## src/rtl/fa16_rev_driver.sv

```systemverilog
// Digital sequencer for the 16-bit reversible dual-rail adder: forward compute,
// null, reverse (uncompute) with operand check, null, then result handshake.
module fa16_rev_driver #(
  parameter int unsigned SETTLE = 4
) (
  input  logic        clk,
  input  logic        rst,
  input  logic        in_valid,
  output logic        in_ready,
  input  logic [15:0] in_a,
  input  logic [15:0] in_b,
  input  logic        in_cin,
  output logic        out_valid,
  input  logic        out_ready,
  output logic [15:0] out_sum,
  output logic        out_cout,
  output logic        rail_err,
  output logic        rev_err,
  output logic [15:0] a_o,
  output logic [15:0] a_not_o,
  output logic [15:0] b_o,
  output logic [15:0] b_not_o,
  output logic        c0_f_o,
  output logic        c0_f_not_o,
  output logic        z_o,
  output logic        z_not_o,
  output logic        fwd_oe,
  output logic        b_oe,
  output logic [15:0] s_o,
  output logic [15:0] s_not_o,
  output logic        c15_o,
  output logic        c15_not_o,
  output logic        rev_oe,
  input  logic [15:0] s_i,
  input  logic [15:0] s_not_i,
  input  logic        c15_i,
  input  logic        c15_not_i,
  input  logic [15:0] a_b_i,
  input  logic [15:0] a_not_b_i,
  input  logic        c0_b_i,
  input  logic        c0_not_b_i
);

  localparam int unsigned W  = 16;
  localparam int unsigned CW = 8;

  typedef enum logic [2:0] {
    S_IDLE, S_FWD, S_NULL1, S_REV, S_NULL2, S_RESP
  } state_t;

  state_t         r_state, w_state_nxt;
  logic [CW-1:0]  r_cnt;
  logic           w_last, w_accept;
  logic [W-1:0]   r_a, r_b, w_a_nxt, w_b_nxt;
  logic           r_cin, w_cin_nxt;
  logic [W-1:0]   r_sum;
  logic           r_cout, r_rail_err, r_rev_err;

  logic           r_in_ready, r_out_valid;
  logic [W-1:0]   r_a_o, r_a_not_o, r_b_o, r_b_not_o, r_s_o, r_s_not_o;
  logic           r_c0_f_o, r_c0_f_not_o, r_z_o, r_z_not_o;
  logic           r_c15_o, r_c15_not_o, r_fwd_oe, r_b_oe, r_rev_oe;

  assign w_last    = (r_cnt == CW'(SETTLE - 1));
  assign w_accept  = (r_state == S_IDLE) && in_valid;
  assign w_a_nxt   = w_accept ? in_a   : r_a;
  assign w_b_nxt   = w_accept ? in_b   : r_b;
  assign w_cin_nxt = w_accept ? in_cin : r_cin;

  always_ff @(posedge clk or posedge rst) begin
    if (rst) r_state <= S_IDLE;
    else     r_state <= w_state_nxt;
  end

  always_comb begin
    w_state_nxt = r_state;
    case (r_state)
      S_IDLE:  if (in_valid)  w_state_nxt = S_FWD;
      S_FWD:   if (w_last)    w_state_nxt = S_NULL1;
      S_NULL1: if (w_last)    w_state_nxt = S_REV;
      S_REV:   if (w_last)    w_state_nxt = S_NULL2;
      S_NULL2: if (w_last)    w_state_nxt = S_RESP;
      S_RESP:  if (out_ready) w_state_nxt = S_IDLE;
      default:                w_state_nxt = S_IDLE;
    endcase
  end

  // Phase counter restarts whenever the state changes.
  always_ff @(posedge clk or posedge rst) begin
    if (rst)                         r_cnt <= '0;
    else if (w_state_nxt != r_state) r_cnt <= '0;
    else                             r_cnt <= r_cnt + CW'(1);
  end

  // Operand latch, result capture and sticky error flags.
  always_ff @(posedge clk or posedge rst) begin
    if (rst) begin
      r_a <= '0; r_b <= '0; r_cin <= 1'b0;
      r_sum <= '0; r_cout <= 1'b0;
      r_rail_err <= 1'b0; r_rev_err <= 1'b0;
    end else begin
      if (w_accept) begin
        r_a <= in_a; r_b <= in_b; r_cin <= in_cin;
        r_rail_err <= 1'b0; r_rev_err <= 1'b0;
      end
      if (r_state == S_FWD && w_last) begin
        r_sum  <= s_i;
        r_cout <= c15_i;
        if (!(&(s_i ^ s_not_i)) || (c15_i == c15_not_i)) r_rail_err <= 1'b1;
      end
      if (r_state == S_REV && w_last) begin
        if (!(&(a_b_i ^ a_not_b_i)) || (c0_b_i == c0_not_b_i)) r_rail_err <= 1'b1;
        if ((a_b_i != r_a) || (c0_b_i != r_cin)) r_rev_err <= 1'b1;
      end
    end
  end

  // Rail and handshake outputs are registered from the upcoming state.
  always_ff @(posedge clk or posedge rst) begin
    if (rst) begin
      r_in_ready <= 1'b1; r_out_valid <= 1'b0;
      r_a_o <= '0; r_a_not_o <= '0; r_b_o <= '0; r_b_not_o <= '0;
      r_s_o <= '0; r_s_not_o <= '0;
      r_c0_f_o <= 1'b0; r_c0_f_not_o <= 1'b0; r_z_o <= 1'b0; r_z_not_o <= 1'b0;
      r_c15_o <= 1'b0; r_c15_not_o <= 1'b0;
      r_fwd_oe <= 1'b0; r_b_oe <= 1'b0; r_rev_oe <= 1'b0;
    end else begin
      r_in_ready  <= (w_state_nxt == S_IDLE);
      r_out_valid <= (w_state_nxt == S_RESP);
      r_a_o <= '0; r_a_not_o <= '0; r_b_o <= '0; r_b_not_o <= '0;
      r_s_o <= '0; r_s_not_o <= '0;
      r_c0_f_o <= 1'b0; r_c0_f_not_o <= 1'b0; r_z_o <= 1'b0; r_z_not_o <= 1'b0;
      r_c15_o <= 1'b0; r_c15_not_o <= 1'b0;
      r_fwd_oe <= 1'b0; r_b_oe <= 1'b0; r_rev_oe <= 1'b0;
      case (w_state_nxt)
        S_FWD: begin
          r_fwd_oe <= 1'b1; r_b_oe <= 1'b1;
          r_a_o <= w_a_nxt; r_a_not_o <= ~w_a_nxt;
          r_b_o <= w_b_nxt; r_b_not_o <= ~w_b_nxt;
          r_c0_f_o <= w_cin_nxt; r_c0_f_not_o <= ~w_cin_nxt;
          r_z_not_o <= 1'b1;
        end
        S_NULL1: begin
          r_b_oe <= 1'b1;
          r_b_o <= w_b_nxt; r_b_not_o <= ~w_b_nxt;
        end
        S_REV: begin
          r_b_oe <= 1'b1; r_rev_oe <= 1'b1;
          r_b_o <= w_b_nxt; r_b_not_o <= ~w_b_nxt;
          r_s_o <= r_sum; r_s_not_o <= ~r_sum;
          r_c15_o <= r_cout; r_c15_not_o <= ~r_cout;
        end
        default: ;
      endcase
    end
  end

  assign in_ready   = r_in_ready;
  assign out_valid  = r_out_valid;
  assign out_sum    = r_sum;
  assign out_cout   = r_cout;
  assign rail_err   = r_rail_err;
  assign rev_err    = r_rev_err;
  assign a_o        = r_a_o;
  assign a_not_o    = r_a_not_o;
  assign b_o        = r_b_o;
  assign b_not_o    = r_b_not_o;
  assign c0_f_o     = r_c0_f_o;
  assign c0_f_not_o = r_c0_f_not_o;
  assign z_o        = r_z_o;
  assign z_not_o    = r_z_not_o;
  assign fwd_oe     = r_fwd_oe;
  assign b_oe       = r_b_oe;
  assign s_o        = r_s_o;
  assign s_not_o    = r_s_not_o;
  assign c15_o      = r_c15_o;
  assign c15_not_o  = r_c15_not_o;
  assign rev_oe     = r_rev_oe;

endmodule

```

## config.mk

```make
export PLATFORM = sky130hd
export DESIGN_NAME = fa16_rev_driver
export DESIGN_NICKNAME = d
export VERILOG_FILES = /design/src/rtl/fa16_rev_driver.sv
export SDC_FILE = /design/constraint.sdc
export NUM_CORES = 1
export LEC_CHECK = 0
export BUFFER_PORTS_ARGS = -buffer_cell sky130_fd_sc_hd__clkbuf_2
export CAP_MARGIN = 0
export CORE_ASPECT_RATIO = 0.9
export CORE_MARGIN = 5
export CORE_UTILIZATION = 35
export CTS_CLUSTER_SIZE = 16
export DETAILED_ROUTE_END_ITERATION = 6
export PLACE_DENSITY = 0.67
export SLEW_MARGIN = 25
export SYNTH_ARGS = -nofsm -noshare
export SYNTH_HDL_FRONTEND = slang
export SYNTH_SLANG_ARGS = --single-unit
```

## constraint.sdc

```tcl
create_clock -name clk -period 14.61 [get_ports clk]
set_input_delay 1.461 -clock clk [delete_from_list [all_inputs] [get_ports clk]]
set_output_delay 1.461 -clock clk [all_outputs]
set_load 0.01 [all_outputs]
```

# Word level (Yosys, flattened, before mapping)
# Index checks and enable logic that the tools add are counted.
[op_classes]
add_sub_neg = 1
mul = 0
n_div = 0
magnitude_cmp = 0
eq_ne = 15
n_shift = 0
muxes = 32
n_bitwise = 7
n_reduce_logical = 13
[op_table]
columns = ["cell", "n"]
rows = [
  ["$mux W16", 8],
  ["$not A16 Y16", 3],
  ["$reduce_and A16 Y1", 2],
  ["$xor A16 B16 Y16", 2],
  ["$mux W3", 6],
  ["$pmux W3 S6", 1],
  ["$mux W1", 16],
  ["$ne A16 B16 Y1", 1],
  ["$eq A3 B2 Y1 const B", 4],
  ["$eq A3 B3 Y1 const B", 3],
  ["$add A8 B1 Y8 const B", 1],
  ["$eq A8 B2 Y1 const B", 1],
  ["$mux W8", 1],
  ["$eq A3 B1 Y1 const B", 2],
  ["$logic_not A3 Y1", 2],
  ["$logic_and A1 B1 Y1", 3],
  ["$logic_or A1 B1 Y1", 3],
  ["$ne A3 B3 Y1", 1],
  ["$reduce_or A3 Y1", 1],
  ["$eq A1 B1 Y1", 2],
  ["$logic_not A1 Y1", 2],
  ["$not A1 Y1", 2],
  ["$ne A1 B1 Y1", 1],
]
[word_totals]
reg_bits = 168
latchBits = 0
ramBits = 0
rom_bits = 0
out_inout_bits = 126
word_cells = 92
mem_count = 0

# Logic depth before layout (Yosys ltp)
# Gate-level depths: netlist (run 1).
[logic_depth]
ltp_word = 8
ltp_mapped = 9
ltp_nobuf = 7

# Worst setup path after synthesis (run 1)
# OpenSTA, ideal clock, no wires.
[synth_path]
kind = "input-to-reg"
from = "in in_valid"
to = "reg r_a_o[0], in the netlist a_o[0]"
t_arrival_ns = 2.711
path_slack_ns = 11.759
stages = 4
n_path_buf = 1
cell_sequence = "nor4b_2 buf_2 mux2_2 nor2b_1"
[synth_via]
word_cells_on_any_way = 6
classes_between = "eq/ne: 1; mux: 4; reduce/logical: 1"
[synth_rtl]
columns = ["item", "line_no", "rtl"]
rows = [
  ["start, declared", "8", "input logic in_valid,"],
  ["$logic_and A1 B1 Y1", "65", "assign w_accept = (r_state == S_IDLE) && in_valid;"],
  ["$mux W16", "--", ""],
  ["named net w_a_nxt[0]", "54", "logic [W-1:0] r_a, r_b, w_a_nxt, w_b_nxt;"],
  ["$mux W16", "135", "case (w_state_nxt)"],
  ["end signal, assigned", "138", "r_a_o <= w_a_nxt; r_a_not_o <= ~w_a_nxt;"],
  ["end, declared", "60", "logic [W-1:0] r_a_o, r_a_not_o, r_b_o, r_b_not_o, r_s_o, r_s_not_o;"],
]
# The timed path passes the listed nets, and every way through them passes these cells.
# A chain may end at the register's enable or synchronous reset.

# Final worst setup path (run 1)
[layout_path]
from = "in in_valid"
to = "reg r_a_o[8], in the netlist a_o[8]"
# The elaborated chain is that of the path after synthesis.

==> results.tsv, run 1 <==
metric	value	unit
status	completed	
cts hold-fix bufs	0	
post-synthesis cell count	472	
Int Pwr	0.001184	W
Core Area	17730	um2
Worst Skew	0.01171	ns
Worst EP arrival	2.97	ns
total iterations of the first detailed-routing run	4	
Avg Synthesized Cell Area	13.46	um2
vias in the first global route	4345	
CTS root buffer	clkbuf_16	
initial DRC count	158	
flip-flop and latch area	4205	um2
total power draw	0.001842	W
crit-path cells	clkbuf_2 -> nor4b_4 -> buf_4 -> mux2_2 -> nor2b_1	
Post-CTS Setup Bufs	0	
Clock Latency Late Sink	0.42	ns
RSZ-0062 raised after global routing	no	
CP max stage delay	0.46	ns
Worst Max-Slew Pin Slew	0.8262	ns
Seq/Total Area, Yosys	0.6620	
Final ANT Viol Nets	0	
FILL cells	1645	
Area Growth Syn to Fin	31.73	%
final worst path period share	0.1835	
full die area	20950	um2
Starting Density	0.3583	
clock network fraction of total power	0.235	
I/O pins	231	
Req. time, crit path	14.90	ns
vias per cell	4.399	
Final Util	0.4721	
critical path's slowest cell	nor4b_4	
die height	137.8	um
Synth warnings	0	
crit path kind	in2reg	
Setup Viol. Count Final	0	
DRC	0	
Core Rows	46	
crit path capture type	flop	
first-pass GRT wire length	24030	um
max_cap viols	0	
syn nets	578	
DIE WIDTH	152.0	um
PwrDens	220.2	nW/um2
vias	4223	
Synth Register Bits	168	
post-CTS resize count	0	
Flop pwr share	0.421	
largest net degree at the start of global routing	102	
crit path time final	2.681	ns
GRT Total Usage	0.1497	
Total Wirelength	15280	um
RD Place Congestion	0.8161	
setup TNS	0	ns
post-synthesis cell type count	43	
CP startpoint kind	input pin	
CTS Buf Count	17	
CTS tree	yes	
CTS H-tree depth	4	
area of the multi-input gates	2029	um2
clock slew at reported path FFs	0.07	ns
total congestion overflow	0	
share of power burned in combinational logic	0.345	
layout cells sized above 1	0.4556	
DP Wirelength	11560	um
IO buf count	229	
static leakage	4.243	nW
worst rel slew slack	0.4492	
initial antenna violation count	1	
min-delay worst type	reg2reg	
final net count	813	
Post-synth ARST share	1.000	
Max Slew Vio Count	0	
drt wl/cell	15.92	um
Net Sw Power	0.0006589	W
Hold Fails Final Rpt	0	
largest buffer count on any clock path	2	
Switching Fraction	0.3576	
Max FO, Critical Path	19	
predominant post-synthesis flop cell	dfrtp_1	
n_diodes	0	
Mapped Area	6352	um2
clock sinks	168	
peak supply drop	94.76	uV
Post-synth EDFFs	0	
Fmax	373.0	MHz
==> logic make-up (layout without fill, tap and decap cells) <==
kind of cell | after synthesis | count (layout) | synth area share
AOI/OAI and AO/OA | 10 | 10 | 0.01044
xor gates and xnor gates | 59 | 59 | 0.08135
adders and majority gates | 1 | 1 | 0.001969
buffers and inverters | 25 | 273 | 0.01989
DFF | 168 | 168 | 0.6620
muxes | 52 | 52 | 0.09198
other | 1 | 1 | 0.0005903
and+or+nand+nor | 156 | 156 | 0.1318
==> worst max-delay path: cells and delay by family <==
family                 cells  cell delay, ns
and+or+nand+nor            2            0.60
buffers and inverters      2            0.50
muxes                      1            0.40
==> cell usage after synthesis, drive strengths merged (2+ instances only) <==
master,number,area share
nor3,5,0.0039
nor2,62,0.037
nand3,7,0.0063
xor2,50,0.069
nand4,7,0.0069
nor2b,36,0.035
dfrtp,167,0.66
a21oi,2,0.0016
mux2,51,0.090
and3,3,0.0030
clkbuf,9,0.0053
o21ai,2,0.0016
buf,10,0.010
and2,18,0.018
inv,5,0.0030
or3b,2,0.0028
nor4,5,0.0073
xnor2,9,0.012
nand2,5,0.0030
==> cell usage in the layout (no fill, tap or decap), drive strengths merged, types with 2 or more instances in the layout <==
cell	instances
clkbuf	246
dfrtp	167
nor2	62
mux2	51
xor2	50
nor2b	36
and2	18
clkinv	11
xnor2	9
inv	9
nand4	7
nand3	7
buf	6
nand2	5
nor3	5
nor4	5
and3	3
a21oi	2
o21ai	2
or3b	2
==> stage by stage <==
| step | cells | setup slack (ns) | cell area [um2] | hold slack, ns |
|---|---|---|---|---|
| after floorplan | 472 | 8.604 | 6352 | 0.4479 |
| after global placement | 926 | 10.99 | 7744 | 0.4493 |
| after detailed placement | 927 | 11.44 | 7751 | 0.4554 |
| after CTS | 959 | 11.89 | 8341 | 0.4652 |
| after global routing | 960 | 11.71 | 8368 | 0.4872 |
| final | 960 | 11.93 | 8368 | 0.4611 |
==> area by class of cell <==
type / instances / share of cell area
clock buffer: 17 / 0.05084
clock inverter: 15 / 0.01959
inverter: 6 / 0.003888
multi-input combinational: 279 / 0.2425
sequential: 168 / 0.5025
tap: 240 / 0.03589
timing repair buffer: 235 / 0.1447
==> registers in the layout, indices dropped and copies added, names as in the netlist, 3 cells and up <==
register,count
a_not_o,16
r_b,16
r_a,16
b_not_o,16
out_sum,16
r_cnt,8
r_state,3
s_not_o,16
a_o,16
b_o,16
s_o,16
==> layer usage <==
layer	wire, um	up-vias	GRT usage
li1	-	2016	-
met2	7444	142	0.2502
met5	13	-	0
met1	6535	2052	0.1807
met3	1145	11	0.06093
met4	141	2	0.04244
==> power groups by stage <==
stage	clock network, W	registers (W)	logic [W]
finish	0.000432	0.000775	0.000636
global route	0.000464	0.000800	0.000707
CTS	0.000445	0.000778	0.000652
detailed placement	0	0.000786	0.000650
global placement	0	0.000784	0.000638
floorplan	0	0.000832	0.000330
==> final timing paths <==
| check | endpoint | cells past startpoint | startpoint | slack, ns |
|---|---|---|---|---|
| max reg2reg | s_o[10] | 7 | r_cnt[0] | 11.97 |
| min reg2reg | c15_not_o | 1 | out_cout | 0.46 |
| min | c15_not_o | 1 | out_cout | 0.46 |
| max | a_o[8] | 5 | in_valid | 11.93 |
| max in group asynchronous | b_o[0] | 4 | rst | 12.10 |
| min in group asynchronous | a_o[11] | 2 | rst | 1.06 |
(Power assumes the default switching activity.)
==> run 2, diff against run 1 <==
--- a/config.mk
+++ b/config.mk
@@ -12,7 +12,7 @@
 export CORE_UTILIZATION = 35
 export CTS_CLUSTER_SIZE = 16
 export DETAILED_ROUTE_END_ITERATION = 6
-export PLACE_DENSITY = 0.67
+export PLACE_DENSITY = 0.69
 export SLEW_MARGIN = 25
 export SYNTH_ARGS = -nofsm -noshare
 export SYNTH_HDL_FRONTEND = slang
==> constraint.sdc (replaced) <==
create_clock -name clk -period 2.2 [get_ports clk]
set_input_delay 0.22 -clock clk [delete_from_list [all_inputs] [get_ports clk]]
set_output_delay 0.22 -clock clk [all_outputs]
set_load 0.01 [all_outputs]
==> run 2 against run 1 <==
  * Sequential share of layout area is 0.54 points lower
  * Clock power grew to 6.8 times the previous value
  * Clock skew fell by 0.0034 ns
  * Via count increased by 1.5%
  * Register-to-register slack worse by 12 ns
  * Critical path type is now reg2reg
  * Critical endpoint is now rail_err
  * Total power rose to 6.8 times the previous value
  * Combinational power rose to 6.9 times the previous value
  * Largest power group unchanged
  * Worst setup slack worse by 12 ns
==> results.tsv, run 2 (synthesis gave the netlist of run 1 again) <==
metric	value	unit	change
vias in the first global route	4584		+5.5%
Core Rows	46		unchanged
CTS tree	yes		
most used cells in the layout excluding fill and tap cells	clkbuf_2 (229), dfrtp_1 (167), nor2_1 (62)		
vias per cell	4.440		+0.94%
final worst path period share	0.9019		
final hold slack	0.06445	ns	-0.3967 ns
peak supply drop	688.7	uV	+630%
I/O pins	231		unchanged
Area Growth Syn to Fin	33.15	%	
first-pass GRT wire length	24890	um	+3.6%
Flop pwr share	0.412		-0.009
vias	4285		+1.5%
CTS Buf Count	17		unchanged
GRT Total Usage	0.1522		+0.002481
flip-flop and latch area	4205	um2	unchanged
layout cells sized above 1	0.4579		+0.002375
drt wl/cell	16.01	um	+0.56%
Clock Latency Late Sink	0.41	ns	about the same
PwrDens	1472	nW/um2	+570%
RD Place Congestion	0.8461		+3.7%
commonest non-fill, non-tap cell in the layout	clkbuf_2		
status	completed		
clock slew at reported path FFs	0.07	ns	about the same
Switching Fraction	0.3517		-0.005886
Final ANT Viol Nets	0		unchanged
Int Pwr	0.008071	W	+580%
DIE WIDTH	152.0	um	unchanged
RSZ-0062 raised after global routing	no		
share of power burned in combinational logic	0.352		+0.007
IO buf count	229		unchanged
Max Slew Vio Count	0		unchanged
Starting Density	0.3583		unchanged
Placed Instance Area	7858	um2	+1.4%
Final Util	0.4771		+0.005082
largest net degree at the start of global routing	78		-24%
initial antenna violation count	0		-1
static leakage	4.273	nW	+0.71%
total congestion overflow	0		unchanged
total iterations of the first detailed-routing run	4		unchanged
cell area after layout	8458	um2	+1.1%
Post-CTS Setup Bufs	0		unchanged
Net Sw Power	0.004379	W	+560%
full die area	20950	um2	unchanged
Worst EP arrival	2.34	ns	-0.63 ns
min-delay worst type	in2reg		
Core Area	17730	um2	unchanged
crit path time final	1.984	ns	
crit path capture type	flop		
setup TNS	0	ns	unchanged
CP startpoint kind	flop		
clock network fraction of total power	0.235		about the same
Hold Fails Final Rpt	0		unchanged
Req. time, crit path	2.56	ns	-12.34 ns
area of the multi-input gates	2036	um2	+0.31%
clock sinks	168		unchanged
Total Wirelength	15450	um	+1.1%
CTS root buffer	clkbuf_16		
placed insts	933		+0.65%
DRC	0		unchanged
Setup Viol. Count Final	0		unchanged
Fmax	504.0	MHz	
die height	137.8	um	unchanged
Worst Skew	0.008358	ns	-0.003355 ns
Max FO, Critical Path	5		-14
initial DRC count	146		-7.6%
n_diodes	0		unchanged
CTS H-tree depth	4		unchanged
largest buffer count on any clock path	2		unchanged
final net count	819		+0.74%
Layout Cells excl Fill	965		+0.52%
max_cap viols	0		unchanged
DP Wirelength	11670	um	+0.98%
FILL cells	1624		-1.3%
crit path kind	reg2reg		
## run 2: cell count changes in the layout (fill, tap and decap cells not counted), moves of 2 or more
cell	previous run	this run
clkinv_8	4	1
inv_6	2	4
buf_12	0	5
clkinvlp_4	1	3
clkinv_4	6	3
## run 2: cell type report
| class | count | area share |
|---|---|---|
| clock buffers | 17 | 0.05030 |
| clock inverters | 14 | 0.01879 |
| well taps | 240 | 0.03550 |
| multi-input cells | 279 | 0.2407 |
| repair buffers | 241 | 0.1538 |
| flip-flops and latches | 168 | 0.4972 |
| inverters | 6 | 0.003698 |
## run 2: power by group through the flow
stage,Sequential [W],Clock [W],Combinational (W)
3_5_place_dp,0.00520,0,0.00448
4_1_cts,0.00515,0.00303,0.00448
3_3_place_gp,0.00518,0,0.00440
6_report,0.00513,0.00293,0.00439
5_1_grt,0.00531,0.00318,0.00486
2_1_floorplan,0.00553,0,0.00219
## run 2: worst max-delay path, cell delays in order (launching register included)
cell     delay [ns]
dfrtp_1        0.38
ha_1           0.21
nor3b_4        0.26
nand3_1        0.19
or3b_2         0.52
a21oi_1        0.23
or3_1          0.14
## run 2: path summary, 6_finish.rpt
path,depth (start not counted),end,from,slack (ns)
setup / recovery,6,rail_err,r_cnt[0],0.22
hold / removal,2,r_a[15],in_a[15],0.06
setup reg to reg,6,rail_err,r_cnt[0],0.22
hold reg to reg,1,s_not_o[1],out_sum[1],0.47
max in group asynchronous,4,in_ready,rst,1.10
min in group asynchronous,3,b_oe,rst,0.36
## run 2: timing repair
item / CTS / global route
hold buffers: 1 / 0
gates resized for setup: 0 / 1
setup endpoints to repair: 0 / 1
hold endpoints to repair: 16 / 0
## run 2: routing by layer
| layer | up-vias | GRT usage | wire [um] |
|---|---|---|---|
| met1 | 2044 | 0.1916 | 6724 |
| met3 | 13 | 0.06972 | 1549 |
| met4 | 0 | 0.04443 | 195 |
| met2 | 209 | 0.2382 | 6975 |
| met5 | - | 0 | 0 |
| li1 | 2019 | - | - |
## run 2: per-stage QoR
stage                     worst slack [ns]  power [W]
after global placement              0.1778   0.009578
after global routing               0.01502    0.01335
final                               0.2158    0.01245
after floorplan                    -0.1599   0.007718
after detailed placement            0.1290   0.009677
after CTS                           0.1160    0.01267
